### src/rtl/nibble_serial_subtractor.sv
`default_nettype none
// ============================================================================
// Module      : nibble_serial_subtractor
// Description : Multi-cycle wide subtractor. It computes diff = a - b - bin
//               on 4*NIBBLES-bit operands. One 4-bit borrow-lookahead slice is
//               reused every cycle, least significant nibble first, and the
//               borrow is registered between nibbles.
// Ports       : clk    - system clock (rising edge)
//               rst_n  - synchronous reset, active-low
//               start  - request, sampled only in IDLE
//               a, b   - minuend / subtrahend, latched on accepted start
//               bin    - borrow into bit 0, latched on accepted start
//               busy   - high while the nibble loop runs
//               done   - one-cycle pulse, result valid
//               diff   - a - b - bin mod 2^W
//               bout   - final borrow-out (unsigned a < b + bin)
//               ovf    - two's-complement overflow
// Revision    : 1.0 - initial release
// ============================================================================
module nibble_serial_subtractor #(
    parameter int NIBBLES = 4
) (
    input  logic                 clk,
    input  logic                 rst_n,
    input  logic                 start,
    input  logic [4*NIBBLES-1:0] a,
    input  logic [4*NIBBLES-1:0] b,
    input  logic                 bin,
    output logic                 busy,
    output logic                 done,
    output logic [4*NIBBLES-1:0] diff,
    output logic                 bout,
    output logic                 ovf
);

    localparam int C_W  = 4 * NIBBLES;
    localparam int C_IW = $clog2(NIBBLES);
    localparam logic [C_IW-1:0] C_LAST = C_IW'(NIBBLES - 1);

    typedef enum logic [1:0] {
        IDLE = 2'd0,
        RUN  = 2'd1,
        DONE = 2'd2
    } state_t;

    state_t            r_state;
    logic [C_IW-1:0]   r_idx;
    logic [C_W-1:0]    r_a;
    logic [C_W-1:0]    r_b;
    logic              r_borrow;

    logic [3:0]        w_x;
    logic [3:0]        w_y;
    logic [3:0]        w_sdiff;
    logic              w_sbout;

    // Current nibble pair selected by the loop index.
    assign w_x = r_a[{r_idx, 2'b00} +: 4];
    assign w_y = r_b[{r_idx, 2'b00} +: 4];

    sub4_bla u_slice (
        .Diff (w_sdiff),
        .Bout (w_sbout),
        .X    (w_x),
        .Y    (w_y),
        .Bin  (r_borrow)
    );

    always_ff @(posedge clk) begin
        if (!rst_n) begin
            r_state  <= IDLE;
            r_idx    <= '0;
            r_a      <= '0;
            r_b      <= '0;
            r_borrow <= 1'b0;
            busy     <= 1'b0;
            done     <= 1'b0;
            diff     <= '0;
            bout     <= 1'b0;
            ovf      <= 1'b0;
        end else begin
            case (r_state)
                IDLE: begin
                    done <= 1'b0;
                    if (start) begin
                        r_a      <= a;
                        r_b      <= b;
                        r_borrow <= bin;
                        r_idx    <= '0;
                        diff     <= '0;
                        bout     <= 1'b0;
                        ovf      <= 1'b0;
                        busy     <= 1'b1;
                        r_state  <= RUN;
                    end
                end
                RUN: begin
                    diff[{r_idx, 2'b00} +: 4] <= w_sdiff;
                    r_borrow                  <= w_sbout;
                    if (r_idx == C_LAST) begin
                        // Sign of the result comes from the nibble being
                        // written now, not the stale register content.
                        bout    <= w_sbout;
                        ovf     <= (r_a[C_W-1] != r_b[C_W-1]) &&
                                   (w_sdiff[3] != r_a[C_W-1]);
                        r_idx   <= '0;
                        busy    <= 1'b0;
                        done    <= 1'b1;
                        r_state <= DONE;
                    end else begin
                        r_idx <= r_idx + 1'b1;
                    end
                end
                DONE: begin
                    done    <= 1'b0;
                    r_state <= IDLE;
                end
                default: begin
                    busy    <= 1'b0;
                    done    <= 1'b0;
                    r_state <= IDLE;
                end
            endcase
        end
    end

endmodule

// ============================================================================
// Module      : sub4_bla
// Description : 4-bit borrow-lookahead subtractor slice, Diff = X - Y - Bin.
//               Generate: X=0,Y=1 borrows unconditionally.
//               Propagate: X==Y passes the incoming borrow through.
// Ports       : X, Y  - 4-bit operands; Bin - borrow in
//               Diff  - 4-bit difference; Bout - borrow out
// Revision    : 1.0 - initial release
// ============================================================================
module sub4_bla (
    output logic [3:0] Diff,
    output logic       Bout,
    input  logic [3:0] X,
    input  logic [3:0] Y,
    input  logic       Bin
);

    logic [3:0] w_g;
    logic [3:0] w_p;
    logic [4:0] w_b;

    assign w_g = ~X & Y;
    assign w_p = ~(X ^ Y);

    // Flattened lookahead: every borrow depends only on g, p and Bin.
    assign w_b[0] = Bin;
    assign w_b[1] = w_g[0] | (w_p[0] & Bin);
    assign w_b[2] = w_g[1] | (w_p[1] & w_g[0]) | (w_p[1] & w_p[0] & Bin);
    assign w_b[3] = w_g[2] | (w_p[2] & w_g[1]) | (w_p[2] & w_p[1] & w_g[0]) |
                    (w_p[2] & w_p[1] & w_p[0] & Bin);
    assign w_b[4] = w_g[3] | (w_p[3] & w_g[2]) | (w_p[3] & w_p[2] & w_g[1]) |
                    (w_p[3] & w_p[2] & w_p[1] & w_g[0]) |
                    (w_p[3] & w_p[2] & w_p[1] & w_p[0] & Bin);

    assign Diff = X ^ Y ^ w_b[3:0];
    assign Bout = w_b[4];

endmodule
`default_nettype wire
### config.mk
export PLATFORM = sky130hd
export DESIGN_NAME = nibble_serial_subtractor
export DESIGN_NICKNAME = d
export VERILOG_FILES = /design/src/rtl/nibble_serial_subtractor.sv
export SDC_FILE = /design/constraint.sdc
export NUM_CORES = 1
export LEC_CHECK = 0
export ABC_CLOCK_PERIOD_IN_PS = 2500
export CORE_MARGIN = 1
export CORE_UTILIZATION = 35
export DETAILED_ROUTE_END_ITERATION = 10
export GPL_TIMING_DRIVEN = 0
export PLACE_DENSITY_LB_ADDON = 0.12
export SYNTH_ARGS = -nofsm -noshare
export SYNTH_HDL_FRONTEND = slang
export SYNTH_SLANG_ARGS = --single-unit
### constraint.sdc
create_clock -name clk -period 2.5 [get_ports clk]
set_input_delay 0.375 -clock clk [delete_from_list [all_inputs] [get_ports clk]]
set_output_delay 0.375 -clock clk [all_outputs]
set_load 0.005 [all_outputs]
==> flow_metrics.tcl <==
set metrics [dict create \
    status "finished clean" \
    drt_pass1_iterations 4 \
    netlist_top_cells_area "dfxtp_1 (43%), nand2_1 (11%), a21boi_0 (11%), mux4_2 (6.7%), ha_1 (3.7%)" \
    clock-sinks 57 \
    multi_input_area_sq_um 1460 \
    htreeDepth 3 \
    final_area_sq_um 3680 \
    required_ns 2.77 \
    fin_nets 414 \
    area_growth_pct 37.5 \
    crit_arrival_ns 2.68 \
    async_flop_share_pct 0 \
    dp_hpwl_mm 4.66 \
    antenna_found_initial 0 \
    slew_headroom_pct 68.8 \
    rows 31 \
    hold_buffers 0 \
    drt_iter0_markers 75 \
    numCtsBuffers 9 \
    gp_congestion 0.845 \
    start_util_pct 36.5 \
    drive_above_1_share_pct 12.0 \
    peakVddDrop_v 0.000318 \
    worst_slew_pin_slew_ns 0.467 \
    n_fill_cell 698 \
    post-route-min-period_ns 2.42 \
    syn_nets 344 \
    critPathKind "register to register" \
    grt_overflow 0 \
    holdCritPathClass "register to register" \
    postRouteAntennaNets 0 \
    endpoint_kind "register" \
    place_area_sq_um 3350 \
    critPathMaxFanout 7 \
    vias 2260 \
    cpPeakStageDelay_ns 0.53 \
    setup_viol 0 \
    drc 0 \
    p_leak_nw 1.36 \
    ctsLongestPathBuffers 2 \
    ys_ff_latch 57 \
    grt_usage_pct 17.9 \
    clk_latency_ns 0.33 \
    cts_tree "done" \
    grt_max_degree 11 \
    ios 56 \
    worstSetupStartpointType "register" \
    period_share_pct 96.6 \
    clkTransAtPathRegs_ns 0.07 \
    p_total_mw 2.26 \
    drv_cap 0 \
    netlist_instances 299 \
    holdWs_ns 0.455 \
    synth_most_common_cell "nand2_1" \
    core_sq_um 7330 \
    seq_area_frac_synth_pct 42.6 \
    yosysUniqueCellTypes 37 \
    skew_ns 0.0116 \
    pre_cts_ws_ns -0.280 \
    vias_per_cell 4.78 \
    synth_common_cells "nand2_1 (81), dfxtp_1 (57), a21boi_0 (38)" \
    die_x_microns 89.4 \
    fin_tns_setup_ns 0 \
    syn_area_sq_um 2680 \
    synth-edff-count 0 \
    die_area_sq_um 8000 \
    synthDominantCellAreaShare_pct 42.6 \
    max_freq_mhz 414 \
    p_per_area_nw_per_um2 614 \
    report.final.slew_viol_count 0 \
    die_h_microns 89.4 \
    hold_viol 0 \
    path_cells "buf_12 -> mux4_2 -> ha_4 -> o21ai_0 -> o21a_2 -> or4_1 -> nand3_1" \
    setup_ws_ns 0.0845 \
    synth_top_cell_by_area "dfxtp_1" \
    ys_warn_count 0 \
    routedWlPerCell_microns 13.5 \
    wirelength_mm 6.40 \
    synth_area_per_cell_sq_um 8.95 \
    cts_root_buffer "clkbuf_8" \
    grt_pass1_vias 2200 \
    slowest_stage "mux4_2" \
    insertedDiodeCount 0 \
    seqCellArea_sq_um 1140 \
    portBuffers 55 \
    grt_pass1_wl_mm 10.5 \
    synth_ff_type "dfxtp_1" \
]
layer usage:
metal  share of wire, %  track usage, %  up-vias
li1                   -               -     1170
met1                 47            22.0     1021
met2                 48            29.8       58
met3                3.7            3.88       11
met4                1.9            8.66        0
met5                  0               0        -
what timing repair did:
item / 4_1_cts / 5_1_grt
endpoints found under the setup margin: 11 / 4
cloned: 0 / 1
endpoints found under the hold margin: 0 / 0
buffers inserted: 1 / 2
pin swaps: 1 / 1
resized for setup: 8 / 5
kinds of logic (layout without fill, tap and decap cells):
group                      after synthesis  in the layout  synth area share, %
and+or+nand+nor                        116            116                 19.4
adders and majority gates                9              9                 4.49
xor gates and xnor gates                 1              1                0.327
muxes                                    8              8                 6.73
buffers and inverters                   28            103                 4.91
DFF                                     57             57                 42.6
AOI/OAI and AO/OA                       80             80                 21.5
path summary, 6_finish.rpt:
kind	start	endpoint	slack (ns)	depth (start not counted)
min reg2reg	r_b[8]	r_b[8]	0.45	2
min	r_b[8]	r_b[8]	0.45	2
max reg2reg	r_idx[0]	ovf	0.08	7
max	r_idx[0]	ovf	0.08	7
cell type report:
cell class | count | share of cell area [%]
Sequential cell | 57 | 31.1
Timing Repair Buffer | 59 | 16.2
Tap cell | 99 | 3.37
Clock inverter | 2 | 0.952
Buffer | 17 | 2.89
Inverter | 11 | 1.12
Clock buffer | 14 | 4.69
Multi-Input combinational cell | 214 | 39.6
metrics by stage:
step                std cells  util (%)
CTS                       470      49.0
detailed placement        453      45.7
floorplan                 299         -
global route              473      50.2
global placement          453      45.7
finish                    473      50.2
where the power goes:
part | internal (mW) | leakage, nW | switching (mW)
clock | 0.541 | 0.107 | 0.354
combinational | 0.199 | 0.789 | 0.187
sequential | 0.950 | 0.466 | 0.0273
total | 1.69 | 1.36 | 0.568
sequential cells by signal, indices dropped and copies added (netlist names):
name      flops
r_idx         2
done          1
r_borrow      1
busy          1
r_state       2
r_a          16
ovf           1
r_b          16
bout          1
diff         16
worst max-delay path, delay by kind of cell (launching register included):
kind	cells	cell delay (ns)
adders and majority gates	1	0.30
DFF	1	0.41
buffers and inverters	1	0.14
AOI/OAI and AO/OA	2	0.37
muxes	1	0.53
and+or+nand+nor	2	0.59
cells in the final DEF, fill, tap and decap left out, drive strengths merged, types with 2 or more instances in the layout:
cell	netlist	routed
nand2	81	81
dfxtp	57	57
clkdlybuf4s50	0	55
a21boi	43	43
clkbuf	9	24
o21ai	14	14
nor2b	13	13
inv	11	11
buf	8	11
a22oi	10	10
mux4	8	8
ha	8	8
nor2	6	6
nand3	4	4
a21o	4	4
and3	3	3
nor3b	2	2
a21oi	2	2
o21a	2	2
No activity file was read; power rests on OpenSTA's default activity.
